--- src/rtl/mdu_pkg.sv ---
// rtl/mdu_pkg.sv - shared opcodes, FSM states and sizing helper for the multiply/divide unit
package mdu_pkg;

    localparam logic [2:0] OP_MULT  = 3'b000;
    localparam logic [2:0] OP_MULTU = 3'b001;
    localparam logic [2:0] OP_DIV   = 3'b010;
    localparam logic [2:0] OP_DIVU  = 3'b011;
    localparam logic [2:0] OP_MTHI  = 3'b100;
    localparam logic [2:0] OP_MTLO  = 3'b101;

    typedef enum logic [1:0] {
        IDLE,
        MUL,
        DIV,
        FIN
    } state_t;

    // Counter must hold the value n itself, not just n-1.
    function automatic int cnt_width(input int n);
        return $clog2(n + 1);
    endfunction

endpackage

--- src/rtl/mdu_divstep.sv ---
// rtl/mdu_divstep.sv - one combinational restoring-division step
module mdu_divstep #(
    parameter int N = 32
) (
    input  logic [N-1:0] rem_in,
    input  logic [N-1:0] divisor,
    input  logic         bit_in,
    output logic [N-1:0] rem_out,
    output logic         q_bit
);

    logic [N:0]   shifted;
    logic [N-1:0] diff;

    // rem_in < divisor holds on entry, so whichever branch is kept fits in N bits.
    assign shifted = {rem_in, bit_in};
    assign q_bit   = (shifted >= {1'b0, divisor});
    assign diff    = shifted[N-1:0] - divisor;
    assign rem_out = q_bit ? diff : shifted[N-1:0];

endmodule

--- src/rtl/mul_div_unit.sv ---
// rtl/mul_div_unit.sv - iterative multiply/divide unit owning the HI/LO registers
module mul_div_unit
    import mdu_pkg::*;
#(
    parameter int N = 32
) (
    input  logic         clk,
    input  logic         reset,
    input  logic         start,
    input  logic [2:0]   op,
    input  logic [N-1:0] a,
    input  logic [N-1:0] b,
    output logic         busy,
    output logic         done,
    output logic         divzero,
    output logic [N-1:0] hi,
    output logic [N-1:0] lo
);

    localparam int CW = cnt_width(N);

    state_t          state, next_state;
    logic [CW-1:0]   count;
    logic [2*N-1:0]  acc;
    logic [N-1:0]    opnd;
    logic            neg_res, neg_rem, is_div, divz;

    logic            signed_op;
    logic [N-1:0]    a_mag, b_mag;
    logic [N:0]      mul_sum;
    logic [2*N-1:0]  mul_next, div_next;
    logic [N-1:0]    rem_out;
    logic            q_bit;
    logic [2*N-1:0]  prod_fix;
    logic [N-1:0]    rem_fix, quo_fix;

    assign busy      = (state != IDLE);
    assign signed_op = (op == OP_MULT) || (op == OP_DIV);
    assign a_mag     = (signed_op && a[N-1]) ? (~a + 1'b1) : a;
    assign b_mag     = (signed_op && b[N-1]) ? (~b + 1'b1) : b;

    // Multiply: acc holds {partial product, remaining multiplier bits}.
    assign mul_sum  = {1'b0, acc[2*N-1:N]} + {1'b0, (acc[0] ? opnd : '0)};
    assign mul_next = {mul_sum, acc[N-1:1]};

    // Divide: acc holds {remainder, dividend bits shifting out / quotient bits shifting in}.
    mdu_divstep #(.N(N)) u_divstep (
        .rem_in  (acc[2*N-1:N]),
        .divisor (opnd),
        .bit_in  (acc[N-1]),
        .rem_out (rem_out),
        .q_bit   (q_bit)
    );
    assign div_next = {rem_out, acc[N-2:0], q_bit};

    assign prod_fix = neg_res ? (~acc + 1'b1) : acc;
    assign rem_fix  = neg_rem ? (~acc[2*N-1:N] + 1'b1) : acc[2*N-1:N];
    assign quo_fix  = neg_res ? (~acc[N-1:0] + 1'b1) : acc[N-1:0];

    always_ff @(posedge clk) begin
        if (reset) state <= IDLE;
        else       state <= next_state;
    end

    always_comb begin
        next_state = state;
        case (state)
            IDLE: begin
                if (start) begin
                    case (op)
                        OP_MULT, OP_MULTU: next_state = MUL;
                        OP_DIV, OP_DIVU:   next_state = (b == '0) ? FIN : DIV;
                        default:           next_state = IDLE;
                    endcase
                end
            end
            MUL:     if (count == CW'(1)) next_state = FIN;
            DIV:     if (count == CW'(1)) next_state = FIN;
            FIN:     next_state = IDLE;
            default: next_state = IDLE;
        endcase
    end

    always_ff @(posedge clk) begin
        if (reset) begin
            hi      <= '0;
            lo      <= '0;
            acc     <= '0;
            opnd    <= '0;
            count   <= '0;
            neg_res <= 1'b0;
            neg_rem <= 1'b0;
            is_div  <= 1'b0;
            divz    <= 1'b0;
            done    <= 1'b0;
            divzero <= 1'b0;
        end else begin
            done    <= 1'b0;
            divzero <= 1'b0;
            case (state)
                IDLE: begin
                    if (start) begin
                        case (op)
                            OP_MULT, OP_MULTU: begin
                                acc     <= {{N{1'b0}}, b_mag};
                                opnd    <= a_mag;
                                neg_res <= signed_op && (a[N-1] ^ b[N-1]);
                                neg_rem <= 1'b0;
                                is_div  <= 1'b0;
                                divz    <= 1'b0;
                                count   <= CW'(N);
                            end
                            OP_DIV, OP_DIVU: begin
                                acc     <= {{N{1'b0}}, a_mag};
                                opnd    <= b_mag;
                                neg_res <= signed_op && (a[N-1] ^ b[N-1]);
                                neg_rem <= signed_op && a[N-1];
                                is_div  <= 1'b1;
                                divz    <= (b == '0);
                                count   <= CW'(N);
                            end
                            OP_MTHI: hi <= a;
                            OP_MTLO: lo <= a;
                            default: ;
                        endcase
                    end
                end
                MUL: begin
                    acc   <= mul_next;
                    count <= count - 1'b1;
                end
                DIV: begin
                    acc   <= div_next;
                    count <= count - 1'b1;
                end
                FIN: begin
                    done    <= 1'b1;
                    divzero <= divz;
                    count   <= '0;
                    if (!divz) begin
                        if (is_div) begin
                            hi <= rem_fix;
                            lo <= quo_fix;
                        end else begin
                            {hi, lo} <= prod_fix;
                        end
                    end
                end
                default: ;
            endcase
        end
    end

endmodule

--- config.mk ---
export PLATFORM = sky130hd
export DESIGN_NAME = mul_div_unit
export DESIGN_NICKNAME = d
export VERILOG_FILES = /design/src/rtl/mdu_pkg.sv /design/src/rtl/mdu_divstep.sv /design/src/rtl/mul_div_unit.sv
export SDC_FILE = /design/constraint.sdc
export NUM_CORES = 1
export LEC_CHECK = 0
export CORE_MARGIN = 4
export CORE_UTILIZATION = 25
export DETAILED_ROUTE_END_ITERATION = 10
export PLACE_DENSITY = 0.4
export SLEW_MARGIN = 40
export SYNTH_ARGS = -nofsm -noshare
export SYNTH_HDL_FRONTEND = slang
export SYNTH_HIERARCHICAL = 1
export SYNTH_SLANG_ARGS = --single-unit
--- constraint.sdc ---
create_clock -name clk -period 5.8 [get_ports clk]
set_clock_uncertainty 0.05 [all_clocks]
set_input_delay 1.16 -clock clk [delete_from_list [all_inputs] [get_ports clk]]
set_output_delay 1.16 -clock clk [all_outputs]
set_load 0.005 [all_outputs]
==> impl_metrics.env <==
export IMPL_gp_congestion=0.9024
export IMPL_setup_worst_path_class="register to register"
export IMPL_status="completed"
export IMPL_antenna_left=0
export IMPL_slew_viol_final=0
export IMPL_final_core_util_pct=29.91
export IMPL_synth_seq_cells=174
export IMPL_synth_top_area_cell="dfxtp_1"
export IMPL_cts_made_buffers=17
export IMPL_antenna_found_initial=2
export IMPL_layout_nets=2275
export IMPL_crit_path_top_delay_cell="dfxtp_1"
export IMPL_fin_crit_ns=4.258
export IMPL_fin_cells=2926
export IMPL_syn_to_final_growth_pct=17.57
export IMPL_cts_clk_slew_worst_paths_ns=0.08
export IMPL_syn_area_per_cell_sq_um=7.419
export IMPL_pre_cts_ws_ns=1.354
export IMPL_clkLatencyLatePin_ns=0.47
export IMPL_synth_net_count=2227
export IMPL_rsz0062_at_grt="no"
export IMPL_ys_warnings_count=6
export IMPL_async_reset_ff_share_pct=0
export IMPL_clock_sinks=174
export IMPL_max_freq_mhz=234.9
export IMPL_drtPass1Iterations=7
export IMPL_worst_slack_ns=1.542
export IMPL_ys_types=88
export IMPL_drt_wl_total_um=73700
export IMPL_cts_tree="built"
export IMPL_max_slew_worst_pin_slew_ns=0.8734
export IMPL_critPathTopFamily="compound AO/OA/AOI/OAI gates"
export IMPL_p_leak_nw=6.830
export IMPL_dieWidth_um=256.5
export IMPL_grt_usage_pct=21.56
export IMPL_setup_tns_final_ns=0
export IMPL_worstPathArrival_ns=4.55
export IMPL_synth_cells=2081
export IMPL_crit_fanout=30
export IMPL_combPwrFrac_pct=53.1
export IMPL_crit_top_cell="a211o_1"
export IMPL_p_seq_share_pct=28.7
export IMPL_worstPathCellList="buf_4 > and2_1 > ha_1 > a21o_1 > a221oi_1 > a211o_1 > o211ai_1 > a211o_1 > nor4b_1 > or3_1"
export IMPL_grt_pass1_vias=15800
export IMPL_switching_share_pct=47.53
export IMPL_dieArea_sq_um=65800
export IMPL_dp_cells=2892
export IMPL_grt_max_degree=83
export IMPL_start_util_pct=25.44
export IMPL_port_buffers=136
export IMPL_ys_flop_type="dfxtp_1"
export IMPL_path_buf_inv=1
export IMPL_drive_above_1_share_pct=6.956
export IMPL_synth_edf_count=0
export IMPL_cts_resized=0
export IMPL_viasPerCell=5.727
export IMPL_avgRoutedWirePerCell_um=25.19
export IMPL_required_ns=6.10
export IMPL_via_count=16760
export IMPL_synth_seq_area_share_pct=22.56
export IMPL_cellPowerDensity_nw_per_um2=365.2
export IMPL_crit_path_end_kind="register"
export IMPL_drt_iter0_markers=1974
export IMPL_hold_viol=0
export IMPL_intPower_mw=3.479
export IMPL_dp_hpwl_um=57720
export IMPL_num_rows=90
export IMPL_p_switching_mw=3.151
export IMPL_hp_class="register to register"
export IMPL_h_tree_depth=4
export IMPL_startpoint_type="register"
export IMPL_io_pin_count=137
export IMPL_setup_viol=0
export IMPL_cts_setup_buffers=0
export IMPL_clock_root_buffer="clkbuf_16"
export IMPL_post_route_period_util_pct=73.41
export IMPL_core_area_sq_um=60700
export IMPL_yosys_top_cells_area="dfxtp_1 23%, a21oi_1 6.4%, ha_1 6.0%"
export IMPL_synth_top_area_share_pct=22.56
export IMPL_synth_area_sq_um=15440
export IMPL_clockPowerShare_pct=18.2
export IMPL_overflow=0
export IMPL_slew_headroom_pct=41.14
export IMPL_fp_dieH_um=256.5
export IMPL_max_vdd_ir_drop_mv=0.2479
export IMPL_clockBufferDepth=2
export IMPL_drv_cap=0
export IMPL_cts_hold_buf=0
export IMPL_slowest_delay_ns=0.69
export IMPL_grt_first_pass_wirelength_um=108500
export IMPL_drc=0
power groups by stage:
stage	registers (mW)	logic [mW]	clock network [mW]
floorplan	1.68	2.37	0
global placement	1.92	3.46	0
detailed placement	1.92	3.47	0
CTS	1.90	3.48	1.24
global route	1.94	3.80	1.28
finish	1.90	3.52	1.21
layout by cell type (no fill, tap or decap), types with 14 or more instances in the layout:
master / netlist / final
a211oi_1: 54 / 54
a21o_1: 31 / 31
a21oi_1: 197 / 196
a222oi_1: 17 / 17
a22o_1: 27 / 27
a22oi_1: 31 / 31
a31oi_1: 35 / 35
and2_1: 39 / 39
and3_1: 31 / 30
buf_4: 0 / 40
clkbuf_16: 0 / 17
clkdlybuf4s50_1: 0 / 135
dfxtp_1: 174 / 174
ha_1: 74 / 72
inv_1: 69 / 69
mux2_2: 23 / 23
mux2i_1: 22 / 22
nand2_1: 160 / 158
nand3_1: 36 / 36
nand4_1: 27 / 27
nor2_1: 235 / 233
nor2b_1: 21 / 21
nor3_1: 54 / 54
nor4_1: 22 / 21
o211ai_1: 14 / 14
o21ai_0: 95 / 95
o22ai_1: 24 / 24
o31ai_1: 25 / 25
or3_1: 15 / 15
xnor2_1: 78 / 78
xor2_1: 79 / 79
layout make-up:
type	instances	area (sq um)
inverters	72	270.3
repair buffers	178	1685
multi-input cells	1686	11160
clock buffers	18	429.2
fillers	6571	42540
clock inverters	14	137.6
well taps	782	978.4
flip-flops and latches	174	3483
diodes	2	5.005
flip-flops by register name (all words and copies together), names as in the netlist:
signal / cells
hi: 32
opnd: 32
state: 2
acc: 64
is_div: 1
divzero: 1
neg_rem: 1
neg_res: 1
count: 6
lo: 32
done: 1
divz: 1
tightest hold or removal path: cells and delay by family, from the launching register on:
family          cells  cell delay [ns]
compound gates      1             0.05
flops               1             0.32
simple gates        1             0.05
logic make-up after synthesis:
| group | count (synthesis) | share of synthesized area [%] |
|---|---|---|
| xor gates and xnor gates | 157 | 8.906 |
| buffers and inverters | 221 | 5.600 |
| DFF | 174 | 22.56 |
| muxes | 54 | 3.979 |
| AOI/OAI and AO/OA | 690 | 30.12 |
| adders and majority gates | 76 | 6.256 |
| and+or+nand+nor | 709 | 22.58 |
metal layers:
metal	routed length, um	vias up	GRT usage, %
li1	-	7830	-
met1	33700	8192	30.67
met2	33310	651	33.94
met3	5034	80	3.779
met4	1639	4	5.213
met5	22	-	0
Yosys cell counts (11+ instances only):
cell	instances
and2_1	39
o211ai_1	14
o41ai_1	12
mux2i_1	22
dfxtp_1	174
a21o_1	31
a221oi_1	13
or3_1	15
nor3b_1	12
nand4_1	27
ha_1	74
xor2_1	79
nand3_1	36
a21oi_1	197
nor2_1	235
inv_1	69
nand2_1	160
a22o_1	27
o31ai_1	25
mux2_2	23
o21ai_0	95
nor4_1	22
clkbuf_1	132
buf_1	11
a222oi_1	17
nor3_1	54
nor2b_1	21
xnor2_1	78
a31oi_1	35
a22oi_1	31
and3_1	31
o22ai_1	24
a211oi_1	54
per-stage QoR:
stage               cell area (sq um)  total power [mW]  hold slack (ns)
finish                          18150             6.630           0.4202
global route                    18150             7.019           0.4457
CTS                             18140             6.621           0.4233
detailed placement              17570             5.389           0.4106
global placement                17550             5.379           0.4071
floorplan                       15440             4.058           0.3903
final timing paths:
kind         cells after the start  slack [ns]           startpoint                   end
max                             10        1.54  acc[0]$_SDFFE_PP0P_  acc[59]$_SDFFE_PP0P_
min                              2        0.42  lo[27]$_SDFFE_PP0P_   lo[27]$_SDFFE_PP0P_
max reg2reg                     10        1.54  acc[0]$_SDFFE_PP0P_  acc[59]$_SDFFE_PP0P_
min reg2reg                      2        0.42  lo[27]$_SDFFE_PP0P_   lo[27]$_SDFFE_PP0P_
Power figures use the tool's default switching activity.
